$ cat src/rtl/pad_input_pkg.sv
// Shared constants and helpers for the pad input conditioner.
package pad_input_pkg;

   localparam int SYNC_STAGES         = 2;
   localparam int DEBOUNCE_CYCLES_DEF = 16;

   function automatic int cnt_width(input int cycles);
      return $clog2(cycles + 1);
   endfunction

   typedef logic [$clog2(DEBOUNCE_CYCLES_DEF + 1)-1:0] cnt_def_t;

endpackage

$ cat src/rtl/pad_debounce_bit.sv
// One pad bit: synchroniser, debounce counter, stable level, edge pulses and sticky event flag.
module pad_debounce_bit
   import pad_input_pkg::*;
#(
   parameter int DEBOUNCE_CYCLES = DEBOUNCE_CYCLES_DEF
)
(
   input  logic clk,
   input  logic rst,
   input  logic pad_in,
   input  logic enable,
   input  logic clr_event,
   input  logic invert,
   output logic data_out,
   output logic rise_pulse,
   output logic fall_pulse,
   output logic event_sticky
);

   localparam int              CNT_W    = cnt_width(DEBOUNCE_CYCLES);
   localparam logic [CNT_W-1:0] CNT_LAST = CNT_W'(DEBOUNCE_CYCLES - 1);

   logic [SYNC_STAGES-1:0] sync_q, sync_d;
   logic [CNT_W-1:0]       cnt_q, cnt_d;
   logic                   stable_q, stable_d;
   logic                   rise_q, rise_d;
   logic                   fall_q, fall_d;
   logic                   sticky_q, sticky_d;
   logic                   lvl;

   always_comb begin
      sync_d   = {sync_q[SYNC_STAGES-2:0], pad_in};
      lvl      = sync_q[SYNC_STAGES-1] ^ invert;
      cnt_d    = '0;
      stable_d = stable_q;
      rise_d   = 1'b0;
      fall_d   = 1'b0;
      if (enable && (lvl != stable_q)) begin
         if (cnt_q == CNT_LAST) begin
            stable_d = lvl;
            rise_d   = lvl;
            fall_d   = ~lvl;
         end else begin
            cnt_d = cnt_q + 1'b1;
         end
      end
      // A pulse showing this cycle outranks a simultaneous clear.
      if (rise_q || fall_q) begin
         sticky_d = 1'b1;
      end else if (clr_event) begin
         sticky_d = 1'b0;
      end else begin
         sticky_d = sticky_q;
      end
   end

   always_ff @(posedge clk) begin
      if (rst) begin
         sync_q   <= '0;
         cnt_q    <= '0;
         stable_q <= invert;
         rise_q   <= 1'b0;
         fall_q   <= 1'b0;
         sticky_q <= 1'b0;
      end else begin
         sync_q   <= sync_d;
         cnt_q    <= cnt_d;
         stable_q <= stable_d;
         rise_q   <= rise_d;
         fall_q   <= fall_d;
         sticky_q <= sticky_d;
      end
   end

   assign data_out     = stable_q;
   assign rise_pulse   = rise_q;
   assign fall_pulse   = fall_q;
   assign event_sticky = sticky_q;

endmodule

$ cat src/rtl/pad_input_conditioner.sv
// Conditions WIDTH asynchronous pad inputs into clean levels and single-cycle edge events.
// Optional PAD_INPUT_INVERT_EN adds a per-bit INVERT polarity port.
module pad_input_conditioner
   import pad_input_pkg::*;
#(
   parameter int WIDTH           = 4,
   parameter int DEBOUNCE_CYCLES = DEBOUNCE_CYCLES_DEF
)
(
   input  logic             CLK,
   input  logic             RESET,
   input  logic [WIDTH-1:0] PAD_IN,
   input  logic             ENABLE,
   input  logic [WIDTH-1:0] CLR_EVENT,
`ifdef PAD_INPUT_INVERT_EN
   input  logic [WIDTH-1:0] INVERT,
`endif
   output logic [WIDTH-1:0] DATA_OUT,
   output logic [WIDTH-1:0] RISE_PULSE,
   output logic [WIDTH-1:0] FALL_PULSE,
   output logic [WIDTH-1:0] EVENT_STICKY
);

   logic [WIDTH-1:0] invert_w;

`ifdef PAD_INPUT_INVERT_EN
   assign invert_w = INVERT;
`else
   assign invert_w = '0;
`endif

   for (genvar i = 0; i < WIDTH; i++) begin : g_bit
      pad_debounce_bit #(
         .DEBOUNCE_CYCLES (DEBOUNCE_CYCLES)
      ) u_bit (
         .clk          (CLK),
         .rst          (RESET),
         .pad_in       (PAD_IN[i]),
         .enable       (ENABLE),
         .clr_event    (CLR_EVENT[i]),
         .invert       (invert_w[i]),
         .data_out     (DATA_OUT[i]),
         .rise_pulse   (RISE_PULSE[i]),
         .fall_pulse   (FALL_PULSE[i]),
         .event_sticky (EVENT_STICKY[i])
      );
   end

endmodule

$ cat config.mk
export PLATFORM = sky130hd
export DESIGN_NAME = pad_input_conditioner
export DESIGN_NICKNAME = d
export VERILOG_FILES = /design/src/rtl/pad_input_pkg.sv /design/src/rtl/pad_debounce_bit.sv /design/src/rtl/pad_input_conditioner.sv
export SDC_FILE = /design/constraint.sdc
export NUM_CORES = 1
export LEC_CHECK = 0
export CAP_MARGIN = 20
export CORE_MARGIN = 2
export CORE_UTILIZATION = 52
export DETAILED_ROUTE_END_ITERATION = 7
export GPL_TIMING_DRIVEN = 1
export MAX_ROUTING_LAYER = met4
export PLACE_DENSITY = 0.81
export RECOVER_POWER = 25
export SETUP_SLACK_MARGIN = 0.05
export SKIP_CTS_REPAIR_TIMING = 1
export SLEW_MARGIN = 25
export SYNTH_ARGS = -nofsm -noshare
export SYNTH_HDL_FRONTEND = slang
export SYNTH_SLANG_ARGS = --single-unit
$ cat constraint.sdc
create_clock -name CLK -period 1.7 [get_ports CLK]
set_input_delay 0.425 -clock CLK [delete_from_list [all_inputs] [get_ports CLK]]
set_output_delay 0.425 -clock CLK [all_outputs]
set_load 0.01 [all_outputs]
==> impl_metrics.env, run 1 <==
export IMPL_period_minus_slack_ps=1540
export IMPL_synth_seq_cells=44
export IMPL_die_height_um=61.1
export IMPL_synthTopCellsByArea="dfxtp_1 52%, buf_4 7.5%, ha_1 5.9%, nor2_1 5.3%, xnor2_1 4.1%"
export IMPL_synth_top_area_share_pct=52.0
export IMPL_htreeDepth=2
export IMPL_hp_class="reg2reg"
export IMPL_io_buffers=26
export IMPL_vias_per_cell=4.77
export IMPL_drive_gt1_share_pct=9.95
export IMPL_total_power_w=0.00162
export IMPL_irDropWorstVdd_v=0.000635
export IMPL_crit_fanout=5
export IMPL_worstPathCellList="ha_1, and3_1, ha_2, or3_4, nor2_1"
export IMPL_wl_per_cell_um=11.5
export IMPL_wirelength_um=2700
export IMPL_yosysTopAreaCell="dfxtp_1"
export IMPL_first_pass_iters=4
export IMPL_fp_row_count=20
export IMPL_maxCapViolations=0
export IMPL_drc=0
export IMPL_power_leakage_nw=0.946
export IMPL_cpPeakStageDelay_ps=410
export IMPL_grt_max_degree=13
export IMPL_finalHoldViolCount=0
export IMPL_drt_iter0_markers=23
export IMPL_slew_headroom_pct=74.6
export IMPL_worstReg2RegEnd="g_bit[1].u_bit.cnt_q[2]"
export IMPL_synth_cells=172
export IMPL_overflow=0
export IMPL_worstHoldEndpoint="g_bit[1].u_bit.sync_q[1]"
export IMPL_skew_ps=6.47
export IMPL_initial_core_util_pct=55.0
export IMPL_worstMarginPinSlew_ps=380
export IMPL_min_path_cells=1
export IMPL_insertion_delay_ps=340
export IMPL_area_growth_syn_to_layout_pct=17.9
export IMPL_syn_num_nets=191
export IMPL_reg2regPathDepth=5
export IMPL_clk_pin_slew_ps=110
export IMPL_first_global_vias=1105
export IMPL_syn_area_per_cell_sq_um=9.84
export IMPL_hp_start="g_bit[1].u_bit.sync_q[0]"
export IMPL_synth_cell_types=18
export IMPL_critPathSlowestCell="or3_4"
export IMPL_synth_edff_count=0
export IMPL_grt_pass1_wl_um=4620
export IMPL_grt_setup_unrepaired="no"
export IMPL_grt_usage_pct=17.9
export IMPL_synth_most_common_cell="dfxtp_1"
export IMPL_whs_ps=447
export IMPL_finalSetupViolations=0
export IMPL_outcome="complete, no violations"
export IMPL_cts_sinks=44
export IMPL_fmax_mhz=651
export IMPL_ctsRootBufferMaster="clkbuf_4"
export IMPL_cp_start_kind="register"
export IMPL_yosys_warnings=0
export IMPL_synth_async_reset_ratio_pct=0
export IMPL_coreArea_sq_um=3080
export IMPL_syn_area_sq_um=1690
export IMPL_reg2reg_setup_slack_ps=160
export IMPL_die_area_sq_um=3730
export IMPL_gp_congestion=0.741
export IMPL_cts_buffer_depth=2
export IMPL_seq_area_frac_synth_pct=52.0
export IMPL_synth_common_cells="44 x dfxtp_1, 24 x nor2_1, 17 x buf_4"
export IMPL_arrival_ps=1830
export IMPL_cts_buffers_inserted=5
export IMPL_ios=27
export IMPL_antenna_found_initial=0
export IMPL_ys_flop_type="dfxtp_1"
export IMPL_crit_path_end_kind="register"
export IMPL_power_density_nw_per_um2=811
export IMPL_dp_hpwl_um=2000
export IMPL_vias=1120
export IMPL_dieWidth_um=61.1
export IMPL_fin_nets=209
export IMPL_worst_setup_path_type="reg2reg"
export IMPL_finalMaxSlewViolations=0
export IMPL_cts_tree="done"
export IMPL_antenna_diode_count=0
export IMPL_cp_required_ps=1990
export IMPL_fin_crit_sh_pct=90.3
export IMPL_detail_route_antenna_nets=0
export IMPL_reg2reg_from="g_bit[1].u_bit.cnt_q[0]"
metrics by stage:
step	utilization, %	cell area [sq um]	cells	setup WS (ps)	setup TNS [ps]
final	64.8	2000	235	164	0
after global routing	64.8	2000	235	79.8	0
after CTS	63.6	1960	235	-77.9	-277
after detailed placement	61.7	1900	227	-7.07	-7.07
after global placement	61.7	1900	227	46.0	0
after floorplan	-	1690	172	230	0
cells by family after synthesis:
kind of cell             after synthesis  share of synthesized area (%)
adder cells (fa/ha/maj)                8                           5.91
AO/OA/AOI/OAI                          8                           2.37
XOR/XNOR                              12                           6.21
AND/OR/NAND/NOR                       74                           23.9
flip-flops                            44                           52.0
buffers and inverters                 26                           9.53
registers in the layout, indices dropped and copies added (netlist names):
name	cells
g_bit.u_bit.rise_pulse	4
g_bit.u_bit.fall_pulse	4
g_bit.u_bit.cnt_q	20
g_bit.u_bit.event_sticky	4
g_bit.u_bit.data_out	4
g_bit.u_bit.sync_q	8
layout by cell type (no fill, tap or decap), drive strengths merged:
cell type,count
and3,4
dlymetal6s2s,13
clkbuf,10
clkdlybuf4s50,9
and2b,4
nand2b,5
nor3b,8
nand2,12
or3,4
inv,8
dfxtp,44
nand3,8
clkdlybuf4s25,3
nor2,24
a21oi,8
xnor2,8
dlygate4sd3,1
nor2b,5
ha,8
buf,1
xor2,4
layout make-up:
cell class                      instances  area [sq um]
Clock buffer                            8          58.8
Fill cell                             244          1080
Inverter                                8          30.0
Multi-Input combinational cell        102           658
Sequential cell                        44           886
Tap cell                               44          55.1
Timing Repair Buffer                   29           308
worst max-delay path, delay by kind of cell (launching register included):
family | cells | cell delay [ps]
adders and majority gates | 2 | 420
DFF | 1 | 350
and+or+nand+nor | 3 | 710
metal layers:
metal,global-route usage [%],up-vias,wire [um]
li1,-,573,-
met5,-,-,0
met4,6.52,0,27
met3,7.77,5,155
met1,18.9,517,1140
met2,29.8,25,1380
power breakdown:
group | internal (W) | switching [W] | total (W)
Sequential | 0.00104 | 0.00000639 | 0.00105
Combinational | 0.0000373 | 0.0000240 | 0.0000613
Clock | 0.000204 | 0.000306 | 0.000510
how the worst max path moves through the flow:
stage,startpoint,endpoint,slack (ps),depth (start not counted)
finish,g_bit[1].u_bit.cnt_q[0],g_bit[1].u_bit.cnt_q[2],160,5
global route,g_bit[0].u_bit.cnt_q[0],g_bit[0].u_bit.cnt_q[2],80,5
CTS,g_bit[2].u_bit.data_out,DATA_OUT[2],-80,1
detailed placement,ENABLE,g_bit[0].u_bit.cnt_q[4],-7,4
global placement,ENABLE,g_bit[2].u_bit.rise_pulse,50,4
floorplan,g_bit[1].u_bit.cnt_q[0],g_bit[1].u_bit.cnt_q[2],230,5
(Power assumes the default switching activity.)
==> run 2, diff against run 1 <==
==> constraint.sdc (replaced) <==
create_clock -name CLK -period 1.7 [get_ports CLK]
set_input_delay 0.255 -clock CLK [delete_from_list [all_inputs] [get_ports CLK]]
set_output_delay 0.255 -clock CLK [all_outputs]
set_load 0.01 [all_outputs]
==> run 2 against run 1 <==
Effect of this change: die area is the same; final area shrank 1.6%; first-iteration DRC count up 35%; register-to-register slack worse by 50 ps; critical endpoint is now g_bit[1].u_bit.cnt_q[3]; largest cell class unchanged.
==> impl_metrics.env, run 2 (synthesized netlist as in run 1, its figures left out) <==
export IMPL_worstPathCellList="ha_1, and3_1, ha_1, or3_4, nor2_1"
export IMPL_fin_nets=209
export IMPL_layout_common_cells="39 x dfxtp_1, 25 x clkdlybuf4s50_1, 24 x nor2_1, 12 x nand2_1"
export IMPL_top_register="g_bit.u_bit.cnt_q"
export IMPL_fin_util_pct=63.8
export IMPL_power_share_combinational_pct=3.8
export IMPL_first_pass_iters=4
export IMPL_finalHoldViolCount=0
export IMPL_slew_headroom_pct=52.3
export IMPL_clk_pin_slew_ps=110
export IMPL_outcome="complete, no violations"
export IMPL_io_buffers=26
export IMPL_worst_setup_path_type="reg2reg"
export IMPL_grt_setup_unrepaired="no"
export IMPL_switching_power_w=0.000333
export IMPL_drt_iter0_markers=31
export IMPL_fmax_mhz=631
export IMPL_initial_core_util_pct=55.0
export IMPL_fin_crit_sh_pct=93.2
export IMPL_die_height_um=61.1
export IMPL_overflow=0
export IMPL_vias_per_cell=4.79
export IMPL_antenna_diode_count=0
export IMPL_skew_ps=4.26
export IMPL_wl_per_cell_um=11.5
export IMPL_die_area_sq_um=3730
export IMPL_detail_route_antenna_nets=0
export IMPL_largest_reg_flops=20
export IMPL_fin_setup_tns_ps=0
export IMPL_hp_class="reg2reg"
export IMPL_power_leakage_nw=0.710
export IMPL_ctsRootBufferMaster="clkbuf_4"
export IMPL_cts_tree="done"
export IMPL_irDropWorstVdd_v=0.000440
export IMPL_antenna_found_initial=0
export IMPL_p_int_w=0.00128
export IMPL_cts_buffers_inserted=5
export IMPL_grt_max_degree=17
export IMPL_finalMaxSlewViolations=0
export IMPL_largest_registers="g_bit.u_bit.cnt_q x20, g_bit.u_bit.sync_q x8"
export IMPL_p_sw_share_pct=20.6
export IMPL_multiInputGateArea_sq_um=653
export IMPL_gp_congestion=0.754
export IMPL_drc=0
export IMPL_period_minus_slack_ps=1590
export IMPL_p_seq_share_pct=64.8
export IMPL_drive_gt1_share_pct=9.95
export IMPL_dp_hpwl_um=2030
export IMPL_area_growth_syn_to_layout_pct=16.0
export IMPL_cp_required_ps=1990
export IMPL_power_density_nw_per_um2=824
export IMPL_fp_row_count=20
export IMPL_p_clk_share_pct=31.4
export IMPL_critPathSlowestCell="or3_4"
export IMPL_cp_start_kind="register"
export IMPL_cts_buffer_depth=2
export IMPL_coreArea_sq_um=3080
export IMPL_insertion_delay_ps=350
export IMPL_grt_pass1_wl_um=4570
export IMPL_maxCapViolations=0
export IMPL_worstMarginPinSlew_ps=716
export IMPL_fill_cells=261
export IMPL_crit_fanout=5
export IMPL_ios=27
export IMPL_dieWidth_um=61.1
export IMPL_wirelength_um=2710
export IMPL_arrival_ps=1880
export IMPL_cpMostUsedCell="ha_1"
export IMPL_htreeDepth=2
export IMPL_crit_path_end_kind="register"
export IMPL_cts_sinks=44
export IMPL_mostFrequentLayoutCell="dfxtp_1"
export IMPL_finalSetupViolations=0
export IMPL_first_global_vias=1104
export IMPL_vias=1125
export IMPL_cpPeakStageDelay_ps=420
export IMPL_final_seq_area_sq_um=887
export IMPL_grt_usage_pct=17.7
[run 2: cell types whose count changed in the layout (fill, tap and decap cells not counted)]
| cell | delta |
|---|---|
| buf_4 | +1 |
| clkbuf_1 | -1 |
| clkdlybuf4s25_1 | -3 |
| clkdlybuf4s50_1 | +16 |
| dfxtp_1 | -1 |
| dfxtp_2 | +1 |
| dlymetal6s2s_1 | -13 |
| ha_1 | +2 |
| ha_2 | -2 |
[run 2: routing by layer]
layer	wire, um	vias up	global-route usage [%]
met5	0	-	-
met2	1380	32	28.4
met4	42	0	10.2
met1	1140	519	19.5
met3	138	4	5.04
li1	-	570	-
[run 2: worst paths after layout]
path,from,to,slack (ps),cells after the start
max,g_bit[1].u_bit.cnt_q[0],g_bit[1].u_bit.cnt_q[3],110,5
min,g_bit[2].u_bit.cnt_q[0],g_bit[2].u_bit.cnt_q[0],430,1
max reg2reg,g_bit[1].u_bit.cnt_q[0],g_bit[1].u_bit.cnt_q[3],110,5
min reg2reg,g_bit[2].u_bit.cnt_q[0],g_bit[2].u_bit.cnt_q[0],430,1
[run 2: power by group through the flow]
stage          sequential, W  clock [W]  combinational, W
3_5_place_dp         0.00107          0         0.0000635
3_3_place_gp         0.00107          0         0.0000620
4_1_cts              0.00105   0.000523         0.0000640
2_1_floorplan        0.00107          0         0.0000290
5_1_grt              0.00105   0.000568         0.0000675
6_report             0.00105   0.000507         0.0000619
[run 2: layout make-up]
cell class	instances	share of cell area (%)
multi-input cells	102	33.3
flip-flops and latches	44	45.2
clock buffers	8	3.00
repair buffers	29	14.2
inverters	8	1.53
well taps	44	2.80
[run 2: critical path, delay by kind of cell, from the launching register on]
kind	cells	cell delay (ps)
simple gates	3	720
fa+ha+maj	2	470
flops	1	340
[run 2: stage by stage]
step / total power [W] / worst slack (ps) / hold WS (ps) / cell area [sq um] / cells
2_1_floorplan: 0.00110 / 230 / 327 / 1690 / 172
3_3_place_gp: 0.00113 / 183 / 422 / 1900 / 227
3_5_place_dp: 0.00113 / 108 / 422 / 1900 / 227
4_1_cts: 0.00163 / 60.9 / 437 / 1960 / 235
5_1_grt: 0.00169 / 50.5 / 434 / 1960 / 235
6_report: 0.00162 / 115 / 431 / 1960 / 235
